[src/rtl/mul_pkg.sv]
// Shared types and helpers for the product accumulator (mul_accumulator, mul_acc_add).
// Optional build macro MUL_ACC_SAT_EN selects saturating accumulation in mul_acc_add.
package mul_pkg;

    localparam int unsigned RES_W_DEF = 64;
    localparam int unsigned ACC_W_DEF = 72;
    localparam int unsigned CNT_W_DEF = 8;
    localparam int unsigned EXT_MAX   = 256;

    typedef enum logic {
        ACCUM = 1'b0,
        HOLD  = 1'b1
    } state_t;

    // Widen the low w bits of v, replicating bit w-1 when sgn is set.
    function automatic logic [EXT_MAX-1:0] ext_val(
        input logic [EXT_MAX-1:0] v,
        input int unsigned        w,
        input logic               sgn
    );
        logic [EXT_MAX-1:0] mask;
        logic               fill;
        mask = (EXT_MAX'(1) << w) - EXT_MAX'(1);
        fill = sgn && (((v >> (w - 1)) & EXT_MAX'(1)) != '0);
        return fill ? (v | ~mask) : (v & mask);
    endfunction

endpackage

[src/rtl/mul_acc_add.sv]
// Combinational ACC_W accumulator adder with signed/unsigned overflow detect.
// With MUL_ACC_SAT_EN defined the sum clamps on overflow instead of wrapping.
module mul_acc_add
    import mul_pkg::*;
#(
    parameter int unsigned ACC_W = ACC_W_DEF
) (
    input  logic [ACC_W-1:0] i_a,
    input  logic [ACC_W-1:0] i_b,
    input  logic             i_sgn,
    output logic [ACC_W-1:0] o_sum,
    output logic             o_ovf
);

    logic [ACC_W:0]   w_full;
    logic [ACC_W-1:0] w_raw;
    logic             w_carry;
    logic             w_sovf;

    assign w_full  = {1'b0, i_a} + {1'b0, i_b};
    assign w_raw   = w_full[ACC_W-1:0];
    assign w_carry = w_full[ACC_W];
    assign w_sovf  = (i_a[ACC_W-1] == i_b[ACC_W-1]) && (w_raw[ACC_W-1] != i_a[ACC_W-1]);
    assign o_ovf   = i_sgn ? w_sovf : w_carry;

`ifdef MUL_ACC_SAT_EN
    always_comb begin
        o_sum = w_raw;
        if (o_ovf) begin
            if (i_sgn) begin
                // Signed overflow direction follows the shared operand sign.
                o_sum = i_a[ACC_W-1] ? {1'b1, {(ACC_W-1){1'b0}}} : {1'b0, {(ACC_W-1){1'b1}}};
            end else begin
                o_sum = '1;
            end
        end
    end
`else
    assign o_sum = w_raw;
`endif

endmodule

[src/rtl/mul_accumulator.sv]
// Accumulates groups of len_i products from booth_multiplier and presents each group sum.
// Build macro MUL_ACC_SAT_EN (see mul_acc_add) enables saturating accumulation.
module mul_accumulator
    import mul_pkg::*;
#(
    parameter int unsigned RES_W = RES_W_DEF,
    parameter int unsigned ACC_W = ACC_W_DEF,
    parameter int unsigned CNT_W = CNT_W_DEF
) (
    input  logic             clk,
    input  logic             rst,
    input  logic             valid_i,
    output logic             ready_o,
    input  logic [RES_W-1:0] prod_i,
    input  logic             signal_i,
    input  logic [CNT_W-1:0] len_i,
    output logic             valid_o,
    input  logic             ready_i,
    output logic [ACC_W-1:0] acc_o,
    output logic             ovf_o
);

    state_t           r_state;
    state_t           w_next;
    logic [ACC_W-1:0] r_acc;
    logic [CNT_W-1:0] r_cnt;
    logic [CNT_W-1:0] r_len;
    logic             r_sgn;
    logic             r_ovf;

    logic             w_beat;
    logic             w_out_hs;
    logic             w_first;
    logic             w_sgn;
    logic [CNT_W-1:0] w_len_in;
    logic [CNT_W-1:0] w_len;
    logic             w_last;
    logic [ACC_W-1:0] w_ext;
    logic [ACC_W-1:0] w_sum;
    logic             w_add_ovf;

    // First beat of a group uses the live len/sign; later beats use the captured copies.
    assign w_first  = (r_cnt == '0);
    assign w_sgn    = w_first ? signal_i : r_sgn;
    assign w_len_in = (len_i == '0) ? CNT_W'(1) : len_i;
    assign w_len    = w_first ? w_len_in : r_len;
    assign w_last   = (r_cnt == w_len - CNT_W'(1));
    assign w_beat   = valid_i && ready_o;
    assign w_out_hs = valid_o && ready_i;
    assign w_ext    = ACC_W'(ext_val(EXT_MAX'(prod_i), RES_W, w_sgn));

    mul_acc_add #(.ACC_W(ACC_W)) u_add (
        .i_a   (r_acc),
        .i_b   (w_ext),
        .i_sgn (w_sgn),
        .o_sum (w_sum),
        .o_ovf (w_add_ovf)
    );

    always_ff @(posedge clk or posedge rst) begin
        if (rst) begin
            r_state <= ACCUM;
        end else begin
            r_state <= w_next;
        end
    end

    always_comb begin
        w_next = r_state;
        case (r_state)
            ACCUM:   if (w_beat && w_last) w_next = HOLD;
            HOLD:    if (w_out_hs)         w_next = ACCUM;
            default: w_next = ACCUM;
        endcase
    end

    always_comb begin
        ready_o = (r_state == ACCUM) && !rst;
        valid_o = (r_state == HOLD);
        acc_o   = r_acc;
        ovf_o   = r_ovf;
    end

    always_ff @(posedge clk or posedge rst) begin
        if (rst) begin
            r_acc <= '0;
            r_cnt <= '0;
            r_len <= '0;
            r_sgn <= 1'b0;
            r_ovf <= 1'b0;
        end else if (w_beat) begin
            r_acc <= w_sum;
            r_ovf <= r_ovf | w_add_ovf;
            r_cnt <= w_last ? '0 : r_cnt + CNT_W'(1);
            if (w_first) begin
                r_len <= w_len_in;
                r_sgn <= signal_i;
            end
        end else if (w_out_hs) begin
            r_acc <= '0;
            r_ovf <= 1'b0;
        end
    end

endmodule

[config.mk]
export PLATFORM = sky130hd
export DESIGN_NAME = mul_accumulator
export DESIGN_NICKNAME = d
export VERILOG_FILES = /design/src/rtl/mul_pkg.sv /design/src/rtl/mul_acc_add.sv /design/src/rtl/mul_accumulator.sv
export SDC_FILE = /design/constraint.sdc
export NUM_CORES = 1
export LEC_CHECK = 0
export CAP_MARGIN = 15
export CORE_ASPECT_RATIO = 1.5
export CORE_MARGIN = 8
export CORE_UTILIZATION = 34
export DETAILED_ROUTE_END_ITERATION = 10
export PLACE_DENSITY = 0.52
export SYNTH_ARGS = -nofsm -noshare
export SYNTH_HDL_FRONTEND = slang
export SYNTH_HIERARCHICAL = 1
export SYNTH_SLANG_ARGS = --single-unit
[constraint.sdc]
create_clock -name clk -period 5.66 [get_ports clk]
set_input_delay 0.849 -clock clk [delete_from_list [all_inputs] [get_ports clk]]
set_output_delay 0.849 -clock clk [all_outputs]
set_load 0.02 [all_outputs]
==> impl_metrics.csv, run 1 <==
group,metric,value,unit
outcome,outcome,"finished clean",
timing,fmax,214.7,MHz
final_layout,area_delta_synth_final,24.24,%
power_and_ir_drop,finalPower,5.710,mW
setup_path,worst-path-max-fanout,13,
clock_network,clock_sinks,91,
setup_path,criticalPathCategory,"register to register",
placement,post-dp-hpwl,21740,µm
final_layout,fin_util,42.85,%
detailed_routing,routed_wl,28050,µm
min_path,min_path_type,"register to register",
timing,fin_crit_sh,82.28,%
floorplanning,core,24350,µm²
final_layout,layout_common_cells,"151 x clkdlybuf4s50_1, 91 x dfrtp_1, 88 x a21oi_1",
power_and_ir_drop,leakage,4.765,nW
logic_synthesis,synth_seq_cells,91,
clock_network,cts_setup_buffers,0,
detailed_routing,drc,0,
floorplanning,ios,152,
setup_path,critPathCaptureType,"register",
detailed_routing,vias,8090,
final_layout,final_nets,1251,
global_route,grt_pass1_vias,8454,
logic_synthesis,async_flop_share,100.0,%
detailed_routing,drt-wirelength-per-cell,19.65,µm
placement,io_buffers,151,
logic_synthesis,synth_edf_count,0,
logic_synthesis,synthFlopType,"dfrtp_1",
clock_network,post_cts_resized,0,
clock_network,cts_tree,"built",
clock_network,clk_pin_slew,0.07,ns
timing,setup_viol,0,
setup_path,crit_arrival,4.91,ns
clock_network,cts-root-buf,"clkbuf_16",
global_route,gr-usage-all-layers,18.82,%
final_layout,layout_commonest_cell,"clkdlybuf4s50_1",
logic_synthesis,synth.distinct_cells,79,
timing,finalCriticalPeriod,4.657,ns
timing,finalMaxSlewViolations,0,
detailed_routing,dr.first_iter.drc_count,354,
clock_network,hold_buffers,0,
detailed_routing,antenna_left,0,
floorplanning,start_util,34.49,%
timing,relSlewSlack,26.50,%
clock_network,cts_max_level,3,
timing,hold_viol,0,
detailed_routing,vias_per_cell,5.665,
flow_run,maxCapViolations,0,
setup_path,cp-start-kind,"register",
global_route,grt_pass1_wl,44860,µm
final_layout,drive_above_1_share,4.624,%
timing,final.setup.tns,0,ns
logic_synthesis,synthCells,984,
logic_synthesis,synth-seq-area-share,27.12,%
floorplanning,std_cell_rows,70,
clock_network,clk_path_buf_depth,2,
setup_path,required,5.92,ns
detailed_routing,first_pass_iters,7,
logic_synthesis,yosys_warnings,6,
global_route,grt_start_max_net_pins,83,
global_route,grt_overflow,0,
floorplanning,dieHeight,208.5,µm
timing,worst-slew-pin-transition,1.100,ns
timing,clock_skew,0.007712,ns
logic_synthesis,syn_area_per_cell,8.535,µm²
clock_network,cts_inserted_buffers,9,
logic_synthesis,synth_nets,1137,
floorplanning,die_w,144.3,µm
floorplanning,die_area,30090,µm²
power_and_ir_drop,power_density,547.3,nW/µm²
global_route,antenna_found_initial,1,
timing,rsz0062_at_grt,"no",
power_and_ir_drop,vdd_drop_max,213.9,µV
logic_synthesis,syn_area,8398,µm²
placement,place_congestion,0.8482,
clock_network,insertion_delay,0.37,ns
-- kinds of logic after synthesis --
kind of cell	after synthesis	share of synthesized area, %
AND/OR/NAND/NOR	278	17.01
XOR/XNOR	74	7.718
buffers and inverters	72	3.322
adder cells (fa/ha/maj)	76	11.41
multiplexers	15	1.937
AO/OA/AOI/OAI	378	31.48
flip-flops	91	27.12
-- worst max-delay path, cell delays in order, from the launching register on --
cell and delay (ns):
dfrtp_1 0.44, inv_1 0.11, ha_1 0.17, nor4b_2 0.41, nand2_2 0.28, mux2i_1 0.22, nor2b_1 0.50, ha_1 0.43
and3_1 0.24, and2_1 0.22, nand3_1 0.14, or4_1 0.53, o32ai_1 0.29, mux2i_1 0.25, a31oi_1 0.11, a22o_1 0.21
-- final cells by class --
class                           instances  area [µm²]
Sequential cell                        91        2277
Inverter                               21       80.08
Clock buffer                           11       242.7
Fill cell                            2548       13910
Antenna cell                            1       2.502
Tap cell                              324       405.4
Timing Repair Buffer                  154        1534
Multi-Input combinational cell        821        5854
Clock inverter                          5       37.54
-- power breakdown --
group          internal (mW)  switching, mW
Combinational           1.73           2.19
Clock                  0.312          0.292
Sequential             0.909          0.270
Total                   2.95           2.76
-- final timing paths --
| kind | start | end | slack [ns] | depth (start not counted) |
|---|---|---|---|---|
| worst max-delay path | r_cnt[0] | ovf_o | 1.00 | 15 |
| worst min-delay path | r_sgn | r_sgn | 0.49 | 2 |
| worst max register to register | r_cnt[0] | ovf_o | 1.00 | 15 |
| worst min register to register | r_sgn | r_sgn | 0.49 | 2 |
| max in group asynchronous | rst | acc_o[39] | 3.48 | 3 |
| min in group asynchronous | rst | r_len[1] | 0.84 | 2 |
-- synth_stat cells, types with 5 or more instances --
library cell   n  area share, %
nand2_1       85            3.8
nor3_1        20            1.2
o211ai_1      13            1.2
a211o_1        7           0.73
nor4_1         5           0.37
a21oi_1       89            5.3
mux2_2         6           0.80
nor2_1        51            2.3
xor2_1        31            3.2
o21ai_0       55            3.3
nand4_1       21            1.6
xnor2_1       43            4.5
and2_1         9           0.67
a21o_1        50            4.5
mux2i_1        8           0.95
nand2b_1       7           0.52
ha_1          75             11
a31oi_1       10           0.74
o31ai_1        5           0.45
dfrtp_1       91             27
nor2b_1        8           0.60
o21bai_1      14            1.3
o21ai_1        5           0.30
a22o_1        73            7.6
or3_1          8           0.60
a211oi_1       9           0.80
nand3_1       20            1.2
clkbuf_1      49            2.2
inv_1         20           0.89
or2_2          5           0.37
and3_1        14            1.0
-- through the flow --
step	setup slack (ns)	instance area (µm²)	hold WS [ns]	std cells
floorplan	1.744	8398	0.4496	984
CTS	1.003	10430	0.4998	1427
global placement	1.085	10150	0.4640	1411
global route	0.5536	10430	0.5195	1428
finish	1.003	10430	0.4941	1428
detailed placement	1.029	10150	0.4830	1411
-- sequential cells by signal, summed over array words and instances (netlist names) --
register and flops:
acc_o 72, ovf_o 1, r_cnt 8, r_len 8, r_sgn 1, valid_o 1
-- per-layer routing --
layer	up-vias	track usage, %	wire [µm]	part of all wire (%)
li1	3962	-	-	-
met1	3932	20.86	11540	41
met2	163	34.73	14780	53
met3	33	3.117	1082	3.9
met4	0	6.772	656	2.3
met5	-	0	0	0
Note: power is estimated with default switching activity, not from simulation.
==> run 2, diff against run 1 <==
Clock period 5.66 ns to 4.3 ns, I/O delays scaled along.
==> run 2 against run 1 <==
Via count is essentially flat. Largest cell class unchanged. Die area is the same. Worst setup slack lost 0.68 ns. Sequential share of layout area shrank 0.65 points. Sequential power grew 31%. Sequential cell count is the same. Clock power grew 40%. Hold slack gained 0.0041 ns. Combinational power grew 38%. Non-clock buffer count grew 34. Global-route usage grew 0.28 points.
==> impl_metrics.csv, run 2 (synthesized netlist as in run 1, its figures left out) <==
group,metric,value,unit
placement,io_buffers,151,
setup_path,critPathCaptureType,"register",
setup_path,cp-start-kind,"register",
floorplanning,dieHeight,208.5,µm
flow_run,maxCapViolations,0,
detailed_routing,routed_wl,28110,µm
setup_path,critical-path-top-delay-family,"simple AND/OR/NAND/NOR gates",
timing,fmax,251.4,MHz
clock_network,clk_pin_slew,0.08,ns
detailed_routing,first_pass_iters,6,
global_route,gr-usage-all-layers,19.10,%
power_and_ir_drop,power_frac_clock,10.9,%
setup_path,cpMostUsedCell,"ha_1",
timing,clock_skew,0.01116,ns
final_layout,layout_commonest_cell,"clkdlybuf4s50_1",
power_and_ir_drop,leakage,4.943,nW
timing,worst-slew-pin-transition,0.9694,ns
timing,rsz0062_at_grt,"no",
timing,relSlewSlack,35.37,%
timing,finalCriticalPeriod,3.978,ns
setup_path,criticalPathCategory,"register to register",
floorplanning,std_cell_rows,70,
final_layout,multi_input_comb_area,5886,µm²
final_layout,largest_reg_flops,72,
global_route,grt_pass1_wl,45320,µm
power_and_ir_drop,power_frac_comb,69.4,%
final_layout,drive_above_1_share,7.746,%
clock_network,cts_tree,"built",
timing,hold_slack,0.4982,ns
setup_path,regToRegSetupSlack,0.32,ns
placement,post-dp-hpwl,21970,µm
setup_path,cp_slowest_cell,"or4_1",
final_layout,area_delta_synth_final,28.07,%
clock_network,cts_inserted_buffers,9,
detailed_routing,drt-wirelength-per-cell,19.25,µm
power_and_ir_drop,sequentialPowerShare,19.7,%
power_and_ir_drop,power_density,724.1,nW/µm²
setup_path,crit_buf_inv,2,
setup_path,worst-path-max-fanout,8,
clock_network,clk_path_buf_depth,2,
global_route,grt_pass1_vias,8597,
final_layout,final_nets,1285,
min_path,min_path_type,"register to register",
detailed_routing,dr.first_iter.drc_count,347,
floorplanning,die_w,144.3,µm
setup_path,required,4.56,ns
floorplanning,die_area,30090,µm²
placement,place_congestion,0.8657,
power_and_ir_drop,finalPower,7.788,mW
clock_network,cts-root-buf,"clkbuf_16",
clock_network,cts_max_level,3,
final_layout,layout_common_cells,"151 x clkdlybuf4s50_1, 91 x dfrtp_1, 88 x a21oi_1",
floorplanning,ios,152,
timing,finalMaxSlewViolations,0,
floorplanning,start_util,34.49,%
final_layout,antenna_cells,0,
setup_path,slowest_delay,0.56,ns
global_route,grt_overflow,0,
detailed_routing,vias_per_cell,5.546,
global_route,antenna_found_initial,0,
outcome,outcome,"finished clean",
timing,hold_viol,0,
timing,fin_crit_sh,92.51,%
clock_network,clock_sinks,91,
floorplanning,core,24350,µm²
power_and_ir_drop,p_sw_share,47.55,%
setup_path,crit_arrival,4.24,ns
detailed_routing,drc,0,
clock_network,insertion_delay,0.37,ns
global_route,grt_start_max_net_pins,81,
final_layout,num-fill-cells,2517,
power_and_ir_drop,p_sw,3.703,mW
final_layout,fin_util,44.17,%
timing,setup_viol,0,
detailed_routing,antenna_left,0,
timing,final.setup.tns,0,ns
power_and_ir_drop,p_int,4.085,mW
setup_path,crit_chain,"inv_1 -> ha_1 -> nor4b_4 -> nand2_2 -> mux2i_4 -> nor2b_1 -> buf_4 -> ha_1 -> and3_1 -> and2_1 -> nand3_1 -> or4_1 -> o32ai_2 -> mux2i_1 -> a31oi_1 -> a22o_1",
clock_network,hold_buffers,0,
final_layout,seq_area,2277,µm²
power_and_ir_drop,vdd_drop_max,326.9,µV
detailed_routing,vias,8097,
[run 2: cell types whose count changed in the layout (fill, tap and decap cells not counted), sizes merged]
cell / previous run / this run
clkinv: 3 / 4
buf: 3 / 37
bufinv: 0 / 1
diode: 1 / 0
inv: 21 / 20
clkbuf: 11 / 9
[run 2: cell type report]
class	count	area share [%]
Timing Repair Buffer	188	16.87
Multi-Input combinational cell	821	54.72
Inverter	21	0.7445
Clock buffer	9	2.094
Clock inverter	6	0.6282
Tap cell	324	3.769
Sequential cell	91	21.17
[run 2: worst paths after layout]
path | depth (start not counted) | to | start
hold reg to reg | 2 | r_len[0] | r_len[0]
setup / recovery | 16 | ovf_o | r_cnt[0]
hold / removal | 2 | r_len[0] | r_len[0]
setup reg to reg | 16 | ovf_o | r_cnt[0]
min in group asynchronous | 2 | r_len[1] | rst
max in group asynchronous | 3 | acc_o[31] | rst
[run 2: repair_timing]
item / 4_1_cts / 5_1_grt
endpoints found under the setup margin: 0 / 4
setup buffers: 0 / 0
resized for setup: 0 / 5
hold endpoints to repair: 0 / 0
[run 2: worst min-delay path, cell delays in order (launching register included)]
cell and delay (ns):
dfrtp_1 0.36, nand2_1 0.05, o21ai_0 0.06
[run 2: per-layer routing]
metal	share of wire [%]	global-route usage [%]
met1	42	21.63
met5	0	0
met2	53	34.78
met3	3.1	2.269
met4	2.5	8.105
[run 2: through the flow]
stage	area, µm²	worst slack (ns)	instances
floorplan	8398	0.3836	984
global placement	10430	0.04780	1445
detailed placement	10430	0.1044	1445
CTS	10720	0.06795	1460
global route	10760	0.01491	1460
finish	10760	0.3222	1460
[run 2: power groups by stage]
stage	combinational, mW	sequential, mW	clock (mW)
3_5_place_dp	5.39	1.55	0
3_3_place_gp	5.38	1.55	0
2_1_floorplan	3.22	1.85	0
4_1_cts	5.43	1.54	0.881
5_1_grt	5.93	1.59	0.908
6_report	5.41	1.54	0.846
